[config.mk]
export PLATFORM = sky130hd
export DESIGN_NAME = typed_chan_arbiter
export DESIGN_NICKNAME = d
export VERILOG_FILES = /design/src/rtl/typed_chan_arbiter.sv
export SDC_FILE = /design/constraint.sdc
export NUM_CORES = 1
export LEC_CHECK = 0
export CORE_MARGIN = 2
export CORE_UTILIZATION = 40
export CTS_BUF_LIST = sky130_fd_sc_hd__clkbuf_8
export CTS_CLUSTER_SIZE = 16
export DETAILED_ROUTE_END_ITERATION = 16
export DONT_BUFFER_PORTS = 1
export GPL_TIMING_DRIVEN = 0
export SLEW_MARGIN = 20
export SYNTH_ARGS = -nofsm -noshare
export SYNTH_HDL_FRONTEND = slang
export SYNTH_SLANG_ARGS = --single-unit
[constraint.sdc]
create_clock -name clk -period 2.75 [get_ports clk]
set_input_delay 0.55 -clock clk [delete_from_list [all_inputs] [get_ports clk]]
set_output_delay 0.55 -clock clk [all_outputs]
set_load 0.05 [all_outputs]
[src/rtl/typed_chan_arbiter.sv]
// Merges NCH per-channel FIFOs onto one registered, channel-tagged output stream.
// Latency: 2 edges from input handshake to out_valid; out_* hold while !out_ready; in_ready low when a FIFO is full.
module typed_chan_arbiter #(
  parameter int W        = 8,
  parameter int NCH      = 4,
  parameter int DEPTH    = 4,
  parameter int ARB_MODE = 0
) (
  input  logic                             clk,
  input  logic                             rst_n,
  input  logic [NCH-1:0]                   in_valid,
  output logic [NCH-1:0]                   in_ready,
  input  logic [NCH*W-1:0]                 in_data,
  output logic                             out_valid,
  input  logic                             out_ready,
  output logic [W-1:0]                     out_data,
  output logic [$clog2(NCH)-1:0]           out_chan,
  output logic [NCH*($clog2(DEPTH)+1)-1:0] fifo_cnt
);
  localparam int CHW = $clog2(NCH);
  localparam int PW  = $clog2(DEPTH);
  localparam int CW  = PW + 1;

  typedef logic [W-1:0] payload_t;
  typedef struct packed {
    logic [CHW-1:0] chan;
    payload_t       data;
  } out_rec_t;
  typedef enum logic {IDLE, SEND} state_t;

  payload_t       head_dat [NCH];
  logic [NCH-1:0] not_empty;
  logic [NCH-1:0] pop_vec;

  for (genvar c = 0; c < NCH; c++) begin : g_ch
    typedef logic [PW-1:0] ptr_t;
    typedef logic [CW-1:0] cnt_t;

    payload_t mem_q [DEPTH];
    ptr_t     wr_ptr_q, wr_ptr_d;
    ptr_t     rd_ptr_q, rd_ptr_d;
    cnt_t     cnt_q, cnt_d;
    logic     push;
    logic     pop;

    // Ready looks only at the registered count: a full FIFO never takes a word, even while popping.
    assign in_ready[c]            = (cnt_q != cnt_t'(DEPTH));
    assign push                   = in_valid[c] & in_ready[c];
    assign pop                    = pop_vec[c];
    assign not_empty[c]           = (cnt_q != '0);
    assign head_dat[c]            = mem_q[rd_ptr_q];
    assign fifo_cnt[c*CW +: CW]   = cnt_q;

    always_comb begin
      wr_ptr_d = wr_ptr_q;
      rd_ptr_d = rd_ptr_q;
      cnt_d    = cnt_q;
      if (push) wr_ptr_d = wr_ptr_q + ptr_t'(1);
      if (pop)  rd_ptr_d = rd_ptr_q + ptr_t'(1);
      case ({push, pop})
        2'b10:   cnt_d = cnt_q + cnt_t'(1);
        2'b01:   cnt_d = cnt_q - cnt_t'(1);
        default: cnt_d = cnt_q;
      endcase
    end

    always_ff @(posedge clk or negedge rst_n) begin
      if (!rst_n) begin
        wr_ptr_q <= '0;
        rd_ptr_q <= '0;
        cnt_q    <= '0;
      end else begin
        wr_ptr_q <= wr_ptr_d;
        rd_ptr_q <= rd_ptr_d;
        cnt_q    <= cnt_d;
      end
    end

    always_ff @(posedge clk) begin
      if (push) mem_q[wr_ptr_q] <= in_data[c*W +: W];
    end
  end

  logic [CHW-1:0] rr_q, rr_d;
  logic [CHW-1:0] grant;
  logic           any;

  // Round-robin: first non-empty channel above the last grant, else wrap to the lowest one.
  always_comb begin
    grant = '0;
    any   = 1'b0;
    if (ARB_MODE == 0) begin
      for (int i = 0; i < NCH; i++) begin
        if (!any && not_empty[i] && (i > int'(rr_q))) begin
          grant = CHW'(i);
          any   = 1'b1;
        end
      end
    end
    for (int i = 0; i < NCH; i++) begin
      if (!any && not_empty[i]) begin
        grant = CHW'(i);
        any   = 1'b1;
      end
    end
  end

  state_t   state_q, state_d;
  out_rec_t out_q, out_d;

  always_comb begin
    state_d = state_q;
    out_d   = out_q;
    rr_d    = rr_q;
    pop_vec = '0;
    if ((state_q == IDLE) || out_ready) begin
      if (any) begin
        pop_vec[grant] = 1'b1;
        out_d          = '{chan: grant, data: head_dat[grant]};
        rr_d           = grant;
        state_d        = SEND;
      end else begin
        state_d = IDLE;
      end
    end
  end

  always_ff @(posedge clk or negedge rst_n) begin
    if (!rst_n) begin
      state_q <= IDLE;
      out_q   <= '0;
      rr_q    <= CHW'(NCH - 1);
    end else begin
      state_q <= state_d;
      out_q   <= out_d;
      rr_q    <= rr_d;
    end
  end

  assign out_valid = (state_q == SEND);
  assign out_data  = out_q.data;
  assign out_chan  = out_q.chan;
endmodule

; ---- Word-level counts from Yosys, hierarchy flattened
; Memory sizes are Yosys's and may differ from the RTL's.
; Index checks and enable logic that the tools add are counted.
[op_classes]
n_reduce_logical = 26
n_mux = 34
order_cmp = 6
addsub = 16
eq_ne = 12
bitwise = 6
[ops]
columns = operator, count
row1 = 3-bit one-hot mux with 2 select lines, 4
row2 = 1-bit 2-to-1 mux, 18
row3 = "2-bit by 1-bit adder with 2-bit output, second input constant", 8
row4 = 8-bit binary-select mux with 2-bit select, 1
row5 = 8-bit 2-to-1 mux, 2
row6 = "3-bit by 1-bit adder with 3-bit output, second input constant", 4
row7 = 2-bit 2-to-1 mux, 6
row8 = "3-bit != test, second input constant", 4
row9 = 3-bit nonzero test, 4
row10 = "3-bit by 1-bit subtractor with 3-bit output, second input constant", 4
row11 = 1-bit logical AND, 10
row12 = "2-bit by 1-bit equality test with 1-bit output, second input constant", 4
row13 = "2-bit equality test, second input constant", 4
row14 = 4-bit 2-to-1 mux, 2
row15 = 2-bit nonzero test, 4
row16 = 1-bit logical NOT, 6
row17 = 1-bit AND, 4
row18 = "2-bit greater-than comparator, first input constant", 2
row19 = "3-bit >= comparator, second input constant", 1
row20 = "2-bit by 3-bit < comparator with 1-bit output, second input constant", 1
row21 = 2-bit NOT with 3-bit output, 1
row22 = 1-bit demux with 2-bit select, 1
row23 = "2-bit by 1-bit >= comparator with 1-bit output, second input constant", 1
row24 = "1-bit by 2-bit greater-than comparator with 1-bit output, first input constant", 1
row25 = other kinds (3), 3
[totals]
out_inout_bits = 27
n_memories = 4
register_bits = 41
mem_bits_rw = 128
in_bits = 39
[memory_table]
columns = name, depth, word_bits, read_ports, rd_clocked_by_memory_dff, write_ports, line
row1 = g_ch[0].mem_q, 4, 8, 1, 0, 1, 39  ; payload_t mem_q [DEPTH];
row2 = g_ch[1].mem_q, 4, 8, 1, 0, 1, 39
row3 = g_ch[2].mem_q, 4, 8, 1, 0, 1, 39
row4 = g_ch[3].mem_q, 4, 8, 1, 0, 1, 39

; ---- Longest topological paths before layout
; Gate-level depths: netlist (run 1).
[logic_depth]
depth_word = 31
ltp_mapped = 13

; ---- Worst setup path before layout (run 1)
; No wires, ideal clock.
[synth_path]
path_kind = register -> register
start = register g_ch[3].cnt_q[1]
end = register g_ch[1].cnt_q[2]
slack_ps = -296
setup_time_ps = 82
t_arrival_ps = 2963
stages_incl_launch_ff = 14
t_required_ps = 2668
period_less_slack_ps = 3046
cell_sequence = dfrtp_1 -> or3_1 -> buf_6 -> a211o_2 -> o21ai_0 -> o21ai_2 -> buf_6 -> nor2_2 -> ha_1 -> inv_1 -> fa_1 -> xor2_1 -> nor2_1 -> xor2_1
[synth_between]
elab_chain_len = 24
elab_cells_between_ends = 32
[synth_lines]
columns = item, line
row1 = from (decl), 42  ; cnt_t cnt_q, cnt_d;
row2 = from (signal assigned), 75  ; cnt_q <= cnt_d;
row3 = 3-bit nonzero test *, 50  ; assign not_empty[c] = (cnt_q != '0);
row4 = 1-bit logical AND (2 in series), 94  ; if (!any && not_empty[i] && (i > int'(rr_q))) begin
row5 = 1-bit 2-to-1 mux, 94
row6 = 1-bit logical NOT, 101  ; if (!any && not_empty[i]) begin
row7 = 1-bit logical AND, 101
row8 = 1-bit 2-to-1 mux, 101
row9 = 1-bit logical NOT, 101
row10 = 1-bit logical AND, 101
row11 = [... 8 more ...], n/a
row12 = 1-bit logical AND (implied by the code), 118  ; pop_vec[grant] = 1'b1;
row13 = 1-bit 2-to-1 mux (implied by the code), 118
row14 = 1-bit demux with 2-bit select, 118
row15 = 4-bit 2-to-1 mux *, 117  ; if (any) begin
row16 = 4-bit 2-to-1 mux *, 116  ; if ((state_q == IDLE) || out_ready) begin
row17 = named net pop_vec[1], 33  ; logic [NCH-1:0] pop_vec;
row18 = 2-bit by 1-bit equality test with 1-bit output or 2-bit equality test (tied branches), 60  ; case ({push, pop})
row19 = 3-bit one-hot mux with 2 select lines or 2-bit nonzero test (tied branches), n/a
row20 = to (signal assigned), 75
row21 = to (decl), 42
; The timed path passes the listed nets; every way through them passes the cells marked *.
; A chain may end at the register's enable or synchronous reset.

; ---- Final worst setup path (run 1)
[layout_path]
start = register g_ch[3].cnt_q[2]
end = register g_ch[0].cnt_q[2]
[layout_between]
elab_chain_len = 24
elab_cells_between_ends = 32
[layout_lines]
columns = item, line
row1 = 3-bit nonzero test *, 50
row2 = 1-bit logical AND (2 in series), 94
row3 = 1-bit 2-to-1 mux, 94
row4 = 1-bit logical NOT, 101
row5 = 1-bit logical AND, 101
row6 = 1-bit 2-to-1 mux, 101
row7 = 1-bit logical NOT, 101
row8 = 1-bit logical AND, 101
row9 = [... 8 more ...], n/a
row10 = 1-bit logical AND (implied by the code), 118
row11 = 1-bit 2-to-1 mux (implied by the code), 118
row12 = 1-bit demux with 2-bit select, 118
row13 = 4-bit 2-to-1 mux *, 117
row14 = 4-bit 2-to-1 mux *, 116
row15 = named net pop_vec[0], 33
row16 = 2-bit by 1-bit equality test with 1-bit output or 2-bit equality test (tied branches), 60
row17 = 3-bit one-hot mux with 2 select lines or 2-bit nonzero test (tied branches), n/a
row18 = to (signal assigned), 75
row19 = to (decl), 42
; Marked as above.

==> results of run 1 <==
-- cell usage in the layout (no fill, tap or decap), drive strengths merged, types with 2 or more instances in the layout --
cell type / count
a221o: 8
dfstp: 2
xnor2: 10
nand3: 14
buf: 30
mux2i: 2
mux4: 32
edfxtp: 128
nand2b: 2
bufinv: 4
nor3: 4
nor2: 10
a21oi: 11
mux2: 8
and2: 6
o21ai: 19
or3: 4
and3: 16
xor2: 14
clkbuf: 23
dfrtp: 39
nand2: 9
clkinv: 6
ha: 20
a21o: 3
inv: 27
fa: 4
-- logic make-up (layout without fill, tap and decap cells) --
| family | count (synthesis) | after routing | share of synthesized area, % |
|---|---|---|---|
| adder cells (fa/ha/maj) | 24 | 24 | 4.53 |
| buffers and inverters | 39 | 92 | 3.17 |
| AND/OR/NAND/NOR | 71 | 71 | 5.97 |
| flip-flops | 169 | 169 | 66.8 |
| AO/OA/AOI/OAI | 45 | 45 | 4.17 |
| XOR/XNOR | 24 | 24 | 2.88 |
| multiplexers | 42 | 42 | 12.5 |
-- report_power, final --
| part | internal (µW) | switching (µW) |
|---|---|---|
| registers | 3510 | 969 |
| clock network | 960 | 816 |
| logic | 2010 | 2110 |
| total | 6480 | 3890 |
-- worst min path at each step --
stage | slack, ns | to | cells after the start
global route | 0.16 | g_ch[2].mem_q[1][1] | 0
finish | 0.20 | g_ch[1].mem_q[2][1] | 0
floorplan | 0.25 | g_ch[0].cnt_q[0] | 0
CTS | 0.16 | g_ch[1].mem_q[2][6] | 0
global placement | 0.26 | g_ch[3].cnt_q[2] | 0
detailed placement | 0.26 | g_ch[3].wr_ptr_q[1] | 0
-- layout make-up --
type	instances	area [µm²]	area share, %
flip-flops and latches	169	4890	58.4
multi-input cells	206	2360	28.2
well taps	229	287	3.42
clock buffers	17	234	2.80
repair buffers	23	199	2.38
clock inverters	14	165	1.97
plain buffers	14	141	1.69
inverters	24	90.1	1.08
-- stage by stage --
stage               instance area, µm²  hold WS [ns]  worst slack, ns  cells
floorplan                         7370         0.254          -0.0828    414
global placement                  7650         0.256           -0.392    643
detailed placement                7650         0.255           -0.423    643
CTS                               8330         0.164           -0.218    693
global route                      8370         0.155           -0.262    696
finish                            8370         0.198           -0.136    696
-- registers in the layout, summed over array words and instances (netlist names) --
signal,count
g_ch.cnt_q,12
g_ch.wr_ptr_q,8
out_chan,2
g_ch.rd_ptr_q,8
out_data,8
rr_q,2
g_ch.mem_q,128
out_valid,1
-- timing repair --
action | in CTS | in global routing
setup buffers | 18 | 3
setup endpoints to repair | 8 | 9
pin swaps | 25 | 6
hold buffers | 2 | 0
hold endpoints to repair | 41 | 0
resized for setup | 27 | 4
-- metal layers --
metal / vias up / routed length (µm)
met5: - / 0
met4: 0 / 269
met3: 12 / 1040
met2: 83 / 7290
met1: 1873 / 5490
li1: 1661 / -
==> results.toml, run 1 <==
[outcome]
status = "finished with violations"
failed_checks = "setup timing"

[timing]
slew_headroom_pct = 45.0
worst_pin_slew_ns = 0.824
drv_slew = 0
timing_hold_violations_final = 0
tns_ns = -0.462
setup_slack_ns = -0.136
min_period_over_period_pct = 105
max_freq_mhz = 346
finalSetupViolations = 6
skew_ns = 0.0170
rsz0062_at_grt = "true"
period_minus_slack_ns = 2.89

[critical_path]
critical_path_class = "reg2reg"
cp_slowest_cell = "dfrtp_2"
arrival_ns = 3.23
cp-start-kind = "flip-flop"
r2r_end = "g_ch[0].cnt_q[2]"
slowest_delay_ns = 0.54
reg2reg_setup_slack_ns = -0.14
ff2ff_path_depth = 12
cp_num_cells = 12
cp-end-kind = "flip-flop"
cp-startpoint = "g_ch[3].cnt_q[2]"
crit_chain = "or3_4 > buf_6 > a22oi_4 > o21ai_4 > buf_8 > nor3_4 > ha_2 > inv_2 > fa_2 > xor2_1 > nor2_1 > xor2_1"
critPathRequiredTime_ns = 3.10
cp_max_fo = 6
crit_top_cell = "xor2_1"
crit_family = "simple AND/OR/NAND/NOR gates"
cp-endpoint = "g_ch[0].cnt_q[2]"
critPathBufInv = 3
r2r_start = "g_ch[3].cnt_q[2]"

[yosys]
yosysMostFrequentCell = "edfxtp_1"
syn-num-nets = 477
synthArstFlopShare_pct = 24.3
ys_ff_latch = 169
synth_flop_cell = "edfxtp_1"
ys_types = 44
synthTopCellsByCount = "edfxtp_1, dfrtp_1, inv_1"
syn_area_um2 = 7300
yosys_warnings = 0
synth_top_area_share_pct = 52.7
avgSynthCellArea_um2 = 17.6
synth_edf_count = 128
syn_inst = 414
synthTopCellsByArea = "edfxtp_1, dfrtp_1, mux4_2"
yosysTopAreaCell = "edfxtp_1"
yosysSeqAreaShare_pct = 66.8

[floorplanning]
initial_core_util_pct = 40.8
die-area_um2 = 19300
die_h_um = 139
fp.dieW_um = 139
core-area_um2 = 17900
io_pins = 66
num_rows = 49

[pwr]
p_leak_uw = 0.00310
p_per_area_nw_per_um2 = 1240
power_uw = 10400
ir_drop_mv = 0.641

[clock_tree]
cts-root-buf = "clkbuf_8"
path_clk_slew_ns = 0.09
cts.sinks = 169
cts_tree = "done"
insertion_delay_ns = 0.44
cts.htree.levels = 4
cts.path.max_buffers = 2
cts_buffers = 17

[run]
maxCapViolCount = 0

[global_routing]
grt_pass1_wl_um = 21700
globalRouteOverflowTotal = 0
first_global_vias = 3899
grt_usage_pct = 15.3
antenna_found_initial = 0
grtUsageMet2_pct = 26.3
grt_max_degree = 42
gr-usage-met3_pct = 6.70
busiest_layer = "met2"
grt_use_met1_pct = 17.1

[route]
vias = 3629
drtAntennaViolNets = 0
viasPerCell = 5.21
routedWlPerCell_um = 20.2
firstDrtPassIters = 4
routed_wl_um = 14100
drt_iter0_drc = 251
drc = 0

[cells_and_area]
nets = 518
utilization_pct = 46.7
fill_cells = 1551
layout-drive-gt1-share_pct = 29.1
area_growth_pct = 14.7
antennaDiodeCount = 0

[placement]
place.gp.congestion = 0.736
dp_hpwl_um = 9810
io_buffers = 0

[min_path]
hp-start = "in_data[9]"
hold_class = "in2reg"
Power figures use the tool's default switching activity.
==> run 2: changes to the inputs <==
Settings changed: PLACE_DENSITY_LB_ADDON set to 0.12, SLEW_MARGIN 20 to unset.
==> results.toml, run 2 (synthesis gave the netlist of run 1 again) <==
[global_routing]
globalRouteOverflowTotal = 0
first_global_vias = 3798
grt_usage_pct = 15.2
gr-usage-met3_pct = 6.11
grt_pass1_wl_um = 21800
grt_max_degree = 42
busiest_layer = "met2"
grt_use_met1_pct = 18.0
grtUsageMet2_pct = 25.2
antenna_found_initial = 0

[outcome]
status = "finished with violations"
failed_checks = "setup timing"

[route]
drt_iter0_drc = 159
routedWlPerCell_um = 20.3
firstDrtPassIters = 4
vias = 3592
viasPerCell = 5.18
routed_wl_um = 14100
drtAntennaViolNets = 0
drc = 0

[placement]
io_buffers = 0
dp_hpwl_um = 9740
dpl_cell_area_um2 = 7650
place.gp.congestion = 0.706

[critical_path]
critPathRequiredTime_ns = 3.12
cp_max_fo = 6
ff2ff_path_depth = 11
arrival_ns = 3.19
reg2reg_setup_slack_ns = -0.07
cp-start-kind = "flip-flop"
critical_path_class = "reg2reg"
cp-end-kind = "flip-flop"

[cells_and_area]
reg_top3 = "g_ch.mem_q x128, g_ch.cnt_q x12"
layout_common_cells = "edfxtp_1, dfrtp_1, inv_1"
area_growth_pct = 14.3
largest_reg_flops = 128
multi_input_area_um2 = 2380
fill_cells = 1572
antennaDiodeCount = 0
fin_area_um2 = 8340
largest-register = "g_ch.mem_q"
layout-drive-gt1-share_pct = 28.9
nets = 515
layout.area.seq_um2 = 4890
final_common_cell = "edfxtp_1"

[clock_tree]
insertion_delay_ns = 0.44
cts_tree = "done"
path_clk_slew_ns = 0.08
cts.htree.levels = 4
cts.sinks = 169
cts.path.max_buffers = 2
cts_buffers = 17
cts-root-buf = "clkbuf_8"

[run]
maxCapViolCount = 0

[floorplanning]
die_h_um = 139
num_rows = 49
die-area_um2 = 19300
fp.dieW_um = 139
io_pins = 66
core-area_um2 = 17900
initial_core_util_pct = 40.8

[timing]
setup_slack_ns = -0.0701
drv_slew = 0
min_period_over_period_pct = 103
slew_headroom_pct = 43.8
timing_hold_violations_final = 0
skew_ns = 0.00958
tns_ns = -0.213
rsz0062_at_grt = "true"
worst_pin_slew_ns = 0.843
period_minus_slack_ns = 2.82
finalSetupViolations = 5
max_freq_mhz = 355

[min_path]
hold_class = "in2reg"
hold_depth = 0

[pwr]
p_per_area_nw_per_um2 = 1220
ir_drop_mv = 0.489
p_leak_uw = 0.00309
run 2: cell count changes in the layout (fill, tap and decap cells not counted), sizes merged:
cell	change
buf	-3
bufinv	-1
inv	+1
run 2: critical path: stages (launching register included):
cell and delay, ns:
dfrtp_2 0.54, or3_4 0.50, a211o_4 0.36, o21ai_4 0.08, o21ai_4 0.10, nor3_4 0.17, ha_2 0.22, inv_2 0.04
fa_2 0.33, xor2_1 0.15, nor2_1 0.11, xor2_1 0.14
run 2: metrics by stage:
| stage | cells | power [µW] | hold WS, ns | utilization [%] | worst slack [ns] |
|---|---|---|---|---|---|
| finish | 693 | 10200 | 0.197 | 46.6 | -0.0701 |
| detailed placement | 643 | 8190 | 0.255 | 42.8 | -0.409 |
| global route | 693 | 10800 | 0.166 | 46.6 | -0.235 |
| floorplan | 414 | 7270 | 0.254 | - | -0.0828 |
| CTS | 686 | 10200 | 0.167 | 46.0 | -0.209 |
| global placement | 643 | 8080 | 0.255 | 42.8 | -0.367 |
run 2: final timing paths:
path / endpoint / from
setup / recovery: g_ch[0].cnt_q[2] / g_ch[3].cnt_q[2]
hold / removal: g_ch[0].mem_q[0][4] / in_data[4]
setup reg to reg: g_ch[0].cnt_q[2] / g_ch[3].cnt_q[2]
hold reg to reg: rr_q[0] / rr_q[0]
max in group asynchronous: rr_q[0] / rst_n
min in group asynchronous: g_ch[3].wr_ptr_q[0] / rst_n
run 2: routing by layer:
metal | vias to the layer above | share of wire [%]
met2 | 57 | 51
li1 | 1665 | -
met1 | 1851 | 40
met4 | 0 | 1.5
met5 | - | 0
met3 | 19 | 7.5
run 2: area by class of cell:
type / count / area share (%)
sequential: 169 / 58.6
multi-input combinational: 206 / 28.6
tap: 229 / 3.44
clock buffer: 17 / 2.81
timing repair buffer: 20 / 2.12
clock inverter: 14 / 1.71
buffer: 14 / 1.65
inverter: 24 / 1.08
run 2: power breakdown:
group | internal [µW] | total, µW | switching (µW)
combinational | 1930 | 4010 | 2080
clock | 868 | 1700 | 834
sequential | 3510 | 4470 | 965
run 2: timing repair:
item | CTS | global route
resized for setup | 22 | 16
pin swaps | 19 | 14
setup buffers | 11 | 7
endpoints found under the hold margin | 41 | 0
endpoints found under the setup margin | 8 | 8
hold buffers | 2 | 0
